--- src/rtl/vout_pixel_feeder.sv ---
//------------------------------------------------------------------------------
// vout_pixel_feeder : FIFO-buffered, SOF-locked pixel source for video output.
// Revision 1.0
//------------------------------------------------------------------------------
`default_nettype none

module vout_pixel_feeder #(
    parameter int DATA_WIDTH = 8,
    parameter int DEPTH_LOG2 = 4
) (
    input  logic                    clk,
    input  logic                    rst,
    input  logic                    s_valid,
    output logic                    s_ready,
    input  logic                    s_sof,
    input  logic [3*DATA_WIDTH-1:0] s_data,
    input  logic                    frame_start,
    input  logic                    pix_req,
    input  logic                    err_clr,
    output logic [DATA_WIDTH-1:0]   datar_o,
    output logic [DATA_WIDTH-1:0]   datag_o,
    output logic [DATA_WIDTH-1:0]   datab_o,
    output logic [DEPTH_LOG2:0]     level_o,
    output logic                    underflow_o,
    output logic                    misalign_o
);

    localparam int PIX_W   = 3 * DATA_WIDTH;
    localparam int ENTRY_W = PIX_W + 1;
    localparam int DEPTH   = 1 << DEPTH_LOG2;

    typedef enum logic [1:0] {
        SYNC       = 2'd0,
        WAIT_FRAME = 2'd1,
        RUN        = 2'd2
    } state_t;

    state_t               state;
    logic [ENTRY_W-1:0]   mem [DEPTH];
    logic [DEPTH_LOG2:0]  wr_ptr;
    logic [DEPTH_LOG2:0]  rd_ptr;
    logic                 empty;
    logic                 full;
    logic                 push;
    logic                 pop;
    logic [ENTRY_W-1:0]   head;
    logic                 head_sof;

    assign empty    = (wr_ptr == rd_ptr);
    assign full     = (wr_ptr[DEPTH_LOG2] != rd_ptr[DEPTH_LOG2]) &&
                      (wr_ptr[DEPTH_LOG2-1:0] == rd_ptr[DEPTH_LOG2-1:0]);
    assign s_ready  = !full && !rst;
    assign push     = s_valid && s_ready;
    assign head     = mem[rd_ptr[DEPTH_LOG2-1:0]];
    assign head_sof = head[ENTRY_W-1];
    assign level_o  = wr_ptr - rd_ptr;

    // SYNC drops non-SOF heads; RUN pops only on a served request.
    always_comb begin
        pop = 1'b0;
        case (state)
            SYNC:    pop = !empty && !head_sof;
            RUN:     pop = pix_req && !empty;
            default: pop = 1'b0;
        endcase
    end

    always_ff @(posedge clk) begin
        if (push) begin
            mem[wr_ptr[DEPTH_LOG2-1:0]] <= {s_sof, s_data};
        end
    end

    always_ff @(posedge clk) begin
        if (rst) begin
            state       <= SYNC;
            wr_ptr      <= '0;
            rd_ptr      <= '0;
            datar_o     <= '0;
            datag_o     <= '0;
            datab_o     <= '0;
            underflow_o <= 1'b0;
            misalign_o  <= 1'b0;
        end else begin
            if (push) wr_ptr <= wr_ptr + 1'b1;
            if (pop)  rd_ptr <= rd_ptr + 1'b1;

            if (err_clr) begin
                underflow_o <= 1'b0;
                misalign_o  <= 1'b0;
            end

            case (state)
                SYNC: begin
                    {datar_o, datag_o, datab_o} <= '0;
                    if (!empty && head_sof) state <= WAIT_FRAME;
                end
                WAIT_FRAME: begin
                    {datar_o, datag_o, datab_o} <= '0;
                    if (frame_start) state <= RUN;
                end
                RUN: begin
                    if (pix_req) begin
                        if (empty) {datar_o, datag_o, datab_o} <= '0;
                        else       {datar_o, datag_o, datab_o} <= head[PIX_W-1:0];
                    end
                    // Set events are written last so they override err_clr.
                    if (frame_start && (empty || !head_sof)) begin
                        misalign_o <= 1'b1;
                        state      <= SYNC;
                    end
                    if (pix_req && empty) begin
                        underflow_o <= 1'b1;
                        state       <= SYNC;
                    end
                end
                default: begin
                    {datar_o, datag_o, datab_o} <= '0;
                    state <= SYNC;
                end
            endcase
        end
    end

endmodule

`default_nettype wire

--- config.mk ---
export PLATFORM = sky130hd
export DESIGN_NAME = vout_pixel_feeder
export DESIGN_NICKNAME = d
export VERILOG_FILES = /design/src/rtl/vout_pixel_feeder.sv
export SDC_FILE = /design/constraint.sdc
export NUM_CORES = 1
export LEC_CHECK = 0
export CAP_MARGIN = 30
export CORE_MARGIN = 3
export CORE_UTILIZATION = 60
export CTS_CLUSTER_SIZE = 20
export DETAILED_ROUTE_END_ITERATION = 8
export HOLD_SLACK_MARGIN = 0.05
export PLACE_DENSITY = 0.9
export SLEW_MARGIN = 20
export SYNTH_ARGS = -nofsm -noshare
export SYNTH_HDL_FRONTEND = slang
export SYNTH_SLANG_ARGS = --single-unit
export TNS_END_PERCENT = 50
--- constraint.sdc ---
create_clock -name clk -period 6 [get_ports clk]
set_input_delay 0.9 -clock clk [delete_from_list [all_inputs] [get_ports clk]]
set_output_delay 0.9 -clock clk [all_outputs]
set_load 0.05 [all_outputs]
Word level (Yosys, flattened, before mapping)
Memories as Yosys holds them, arrays and structs flattened. A register that Yosys moved wholly into a read port is not among the register bits.
Cells that the tools add are included.

word-level totals
  bits of input ports = 31
  output and inout bits = 32
  RAM bits = 400
  register bits after elaboration = 38
  memories = 1

memories
  name  words  bits a word  rd ports  clocked after memory_dff  wr ports  line  text
  mem   16     25           1         1                         1         39    logic [ENTRY_W-1:0] mem [DEPTH];

operators by class
  bitwise operators = 1
  equal/unequal tests = 8
  multiplexer cells = 19
  reductions and logical operators = 16
  add/sub/neg operators = 3

operators with widths
  kind                 count
  $mux 8               3
  $add 5x1->5 const B  2
  $logic_and 1x1->1    8
  $mux 1               8
  $mux 2               4
  $mux 4               2
  $pmux 2 s3           1
  $eq 5x5->1           1
  $sub 5x5->5          1
  $eq 4x4->1           1
  $logic_not 1->1      4
  $ne 2x2->1 const B   2
  $ne 3x3->1 const B   1
  $reduce_and 3->1     1
  $eq 2x1->1 const B   1
  $eq 2x2->1 const B   1
  $logic_not 2->1      1
  $pmux 1 s2           1
  $reduce_or 2->1      1
  $logic_or 1x1->1     1
  $ne 1x1->1           1
  $not 1->1            1

Depth between registers and ports, before layout
  depth after elaboration = 7
  mapped depth = 8
  depth with buffers taken out = 7

Least setup slack after synthesis
Ideal clock, no wire load.

  path type = input to register
  start = in rst
  end = mem mem[0][0] in the netlist's numbering, enable pin
  stages on the path = 4
  path buffers = 0
  path slack = 2477 ps
  arrival time = 3085 ps
  required time = 5562 ps
  library setup time = 438 ps
  cells stage by stage = inv_1 -> o211a_2 -> nand2_1 -> nor3_1

between the ends
  longest elaborated chain between the ends = 5

ends and longest elaborated chain
  item                          line  text
  from (decl)                   12    input logic rst,
  $logic_not 1->1               52    assign s_ready = !full && !rst;
  $logic_and 1x1->1             52
  $logic_and 1x1->1             53    assign push = s_valid && s_ready;
  $mux 1                        69    if (push) begin
  $mux 1 (not written as such)  70    mem[wr_ptr[DEPTH_LOG2-1:0]] <= {s_sof, s_data};
  to (decl)                     39

Every way passes these cells.

Worst setup path after layout
  start = reg wr_ptr[0]
  end = out level_o[4]

between the ends
  longest elaborated chain between the ends = 1

ends and longest elaborated chain
  item                    line  text
  from (decl)             40    logic [DEPTH_LOG2:0] wr_ptr;
  from (signal assigned)  85    if (push) wr_ptr <= wr_ptr + 1'b1;
  $sub 5x5->5             56    assign level_o = wr_ptr - rd_ptr;
  to (decl)               23    output logic [DEPTH_LOG2:0] level_o,

Every way passes these cells.

==> results.md <==
- FMAX: 256 MHz
- Maximum vdd ir drop: 196 uV
- Number of design-rule violations left by the first detailed-router iteration: 1257
- Core Region: 27300 sq um
- Crit Reg-Reg Endpoint: mem[4][4]$_DFFE_PP_
- Share of the yosys chip area belonging to registers: 0.762
- Top-area cell type share of the netlist area: 0.712
- P&R area growth vs syn: 16.3%
- Synth Warn #: 0
- Synth cell types: 39
- Top-level port count: 63
- Worst flop-to-flop path startpoint: wr_ptr[2]$_SDFFE_PP0P_
- Area of all placed cells without fillers: 19600 sq um
- Max-cap viol count: 0
- Data required time at the worst endpoint: 5.10 ns
- Final RePlAce weighted congestion: 0.784
- Status: complete, no violations
- Count of unresolved DRC violations after routing: 0
- Router iterations before antenna repair: 5
- Kind of critical path: flip-flop to output pin
- Fraction of final layout cells sized beyond drive strength 1: 0.267
- Die Span X: 174 microns
- Biggest fanout along the worst timing path: 5
- HPWL reported at the end of detailed placement: 20.4 mm
- Clk_skew: 0.0109 ns
- Setup Fix Bufs, Post-CTS: 0
- Ranking of synthesized cells by area: sky130_fd_sc_hd__edfxtp_1 (71%), sky130_fd_sc_hd__mux4_2 (16%), sky130_fd_sc_hd__dfxtp_1 (5.0%), sky130_fd_sc_hd__a32o_1 (1.4%), sky130_fd_sc_hd__ha_1 (0.67%)
- Initial Util: 0.618
- Antenna diode count: 0
- Number of cells produced by synthesis: 759
- FP Rows: 60
- Class of the tightest hold or removal check: flip-flop to flip-flop
- First-pass GRT wire length: 57.0 mm
- Most frequent cell after synthesis: sky130_fd_sc_hd__edfxtp_1
- Number of instances on the worst hold path: 1
- P_leak: 6.04 nW
- Via count of the first global-routing pass: 8851
- Total detailed-routing wirelength: 40.6 mm
- Count of endpoints failing hold in the final timing report: 0
- Slew margin rel.: 0.333
- DR vias/cell: 6.79
- TritonCTS buffer count: 43
- Number of vias after detailed routing: 8514
- Die area: 30200 sq um
- Most instantiated cells after synthesis: sky130_fd_sc_hd__edfxtp_1 (400), sky130_fd_sc_hd__mux4_2 (123), sky130_fd_sc_hd__dfxtp_1 (42)
- Dominant register cell in the synthesized netlist: sky130_fd_sc_hd__edfxtp_1
- Max-slew violation count: 0
- Transition time of the tightest slew-check pin: 0.998 ns
- Synth Cell Area: 16900 sq um
- Power density cells: 365 nW/um^2
- Net count reported at finish: 889
- Antenna violation net count after detailed routing: 0
- Number of buffers inserted by port buffering: 62
- Hold worst-path end: datag_o[7]$_SDFFE_PP0P_
- Global Route Usage Sum: 0.257
- Clock edge transition at the registers on the reported setup and hold paths: 0.06 ns
- Vertical die dimension: 174 microns
- Antenna violations before repair: 0
- Worst reg2reg setup slack: 2.92 ns
- Largest buffer count on any clock path: 3
- Clock root buffer: sky130_fd_sc_hd__clkbuf_16
- Depth of the most critical reg-to-reg path: 5
- CTS tree: built
- Cell type with the highest aggregate area in the netlist: sky130_fd_sc_hd__edfxtp_1
- Clock latency on the worst-skew pair: 0.54 ns
- Post-synthesis average cell area: 22.2 sq um
- RSZ-0062 raised after global routing: false
- Routed WL per cell: 32.4 microns
- Net count of the mapped netlist: 800
- #FFs+latches synth: 442
- Pin count of the biggest net entering global routing: 72
- Number of H-tree levels: 2
- Number of hold buffers added after CTS: 0
- Area after detailed placement: 18100 sq um
- Share of synthesized flip-flops with an asynchronous set or reset: 0
- Final setup TNS: 0 ns
- Critical Path Sink Type: output pin
- Resized cells post-CTS: 0
- Fin crit period: 3.90 ns
- Final worst path period share: 0.650
- CP Data Arrival Time: 3.00 ns
- Startpoint type of the worst setup path: flip-flop
- Gr ovfl total: 0
- Number of sinks handled by clock tree synthesis: 442
- Min-delay src: datag_o[7]$_SDFFE_PP0P_
- Count of flip-flops with a built-in enable after synthesis: 400
- Number of setup violations in the final report: 0
-- critical path, stage by stage (launching register included) --
cell and delay, ns:
sky130_fd_sc_hd__dfxtp_1 0.46, sky130_fd_sc_hd__inv_1 0.13, sky130_fd_sc_hd__ha_1 0.24, sky130_fd_sc_hd__fa_1 0.42, sky130_fd_sc_hd__inv_1 0.08, sky130_fd_sc_hd__a21o_1 0.10, sky130_fd_sc_hd__a21oi_1 0.07, sky130_fd_sc_hd__xnor2_1 0.14
sky130_fd_sc_hd__clkdlybuf4s50_1 0.82
-- registers in the layout, indices dropped and copies added, names as in the netlist, named ones only --
name         cells
datar_o          8
wr_ptr           5
rd_ptr           5
datag_o          8
state            2
misalign_o       1
datab_o          8
underflow_o      1
mem            400
-- per-layer routing --
layer / track usage / vias to the layer above / part of all wire
met5: 0 / - / 0
met4: 0.124 / 0 / 0.037
met3: 0.0640 / 111 / 0.096
met2: 0.413 / 622 / 0.52
met1: 0.335 / 4404 / 0.35
li1: - / 3377 / -
-- cell type report --
type | instances | area [sq um]
timing repair buffer | 84 | 923
sequential | 442 | 12900
clock inverter | 18 | 185
clock buffer | 60 | 1210
fill | 1543 | 7700
multi-input combinational | 263 | 3920
inverter | 14 | 52.6
tap | 372 | 465
-- power breakdown --
| part | internal (mW) | switching (mW) |
|---|---|---|
| Sequential | 3.39 | 0.0745 |
| Combinational | 0.515 | 0.487 |
| Clock | 1.58 | 1.11 |
-- kinds of logic after synthesis --
kind of cell	after synthesis	share of synthesized area
compound gates	47	0.0258
xor+xnor	9	0.00467
fa+ha+maj	10	0.00786
buf+inv	54	0.0130
flops	442	0.762
mux	132	0.170
simple gates	65	0.0171
-- stage by stage --
stage	hold slack [ns]	setup WS (ns)	utilization	cells	total power, mW
after floorplan	0.512	2.48	-	759	4.26
after global placement	0.448	2.23	0.660	1168	4.49
after detailed placement	0.454	2.09	0.661	1169	4.52
after CTS	0.467	2.15	0.713	1247	7.18
after global routing	0.492	2.01	0.718	1253	7.36
final	0.465	2.10	0.718	1253	7.16
-- worst max path at each step --
| stage | depth (start not counted) | startpoint | end |
|---|---|---|---|
| 2_1_floorplan | 4 | rst | mem[0][0]$_DFFE_PP_ |
| 3_3_place_gp | 5 | rst | mem[8][1]$_DFFE_PP_ |
| 3_5_place_dp | 4 | rst | mem[11][19]$_DFFE_PP_ |
| 4_1_cts | 8 | wr_ptr[0]$_SDFFE_PP0P_ | level_o[4] |
| 5_1_grt | 8 | wr_ptr[0]$_SDFFE_PP0P_ | level_o[4] |
| 6_report | 8 | wr_ptr[0]$_SDFFE_PP0P_ | level_o[4] |
-- cell usage in the layout, fill, tap and decap left out, types with 4 or more instances in the layout --
cell type                         synthesis  routed
sky130_fd_sc_hd__edfxtp_1               400     400
sky130_fd_sc_hd__mux4_2                 123     123
sky130_fd_sc_hd__clkdlybuf4s50_1          0      62
sky130_fd_sc_hd__clkbuf_16                0      45
sky130_fd_sc_hd__dfxtp_1                 42      39
sky130_fd_sc_hd__a32o_1                  24      24
sky130_fd_sc_hd__nor2_1                  29      17
sky130_fd_sc_hd__nand2_1                 14      14
sky130_fd_sc_hd__buf_4                    0      14
sky130_fd_sc_hd__inv_1                   12      12
sky130_fd_sc_hd__nor2_4                   0      12
sky130_fd_sc_hd__clkbuf_1                25      12
sky130_fd_sc_hd__clkinv_2                 0      10
sky130_fd_sc_hd__ha_1                     9       9
sky130_fd_sc_hd__xnor2_1                  6       6
sky130_fd_sc_hd__a21oi_1                  6       6
sky130_fd_sc_hd__nor3_2                   0       6
sky130_fd_sc_hd__mux2_1                   5       5
sky130_fd_sc_hd__buf_16                   0       5
sky130_fd_sc_hd__nand2b_1                 4       4
sky130_fd_sc_hd__nand3_1                  4       4
sky130_fd_sc_hd__clkinv_1                 0       4
sky130_fd_sc_hd__bufinv_16                0       4
Power figures use the tool's default switching activity.
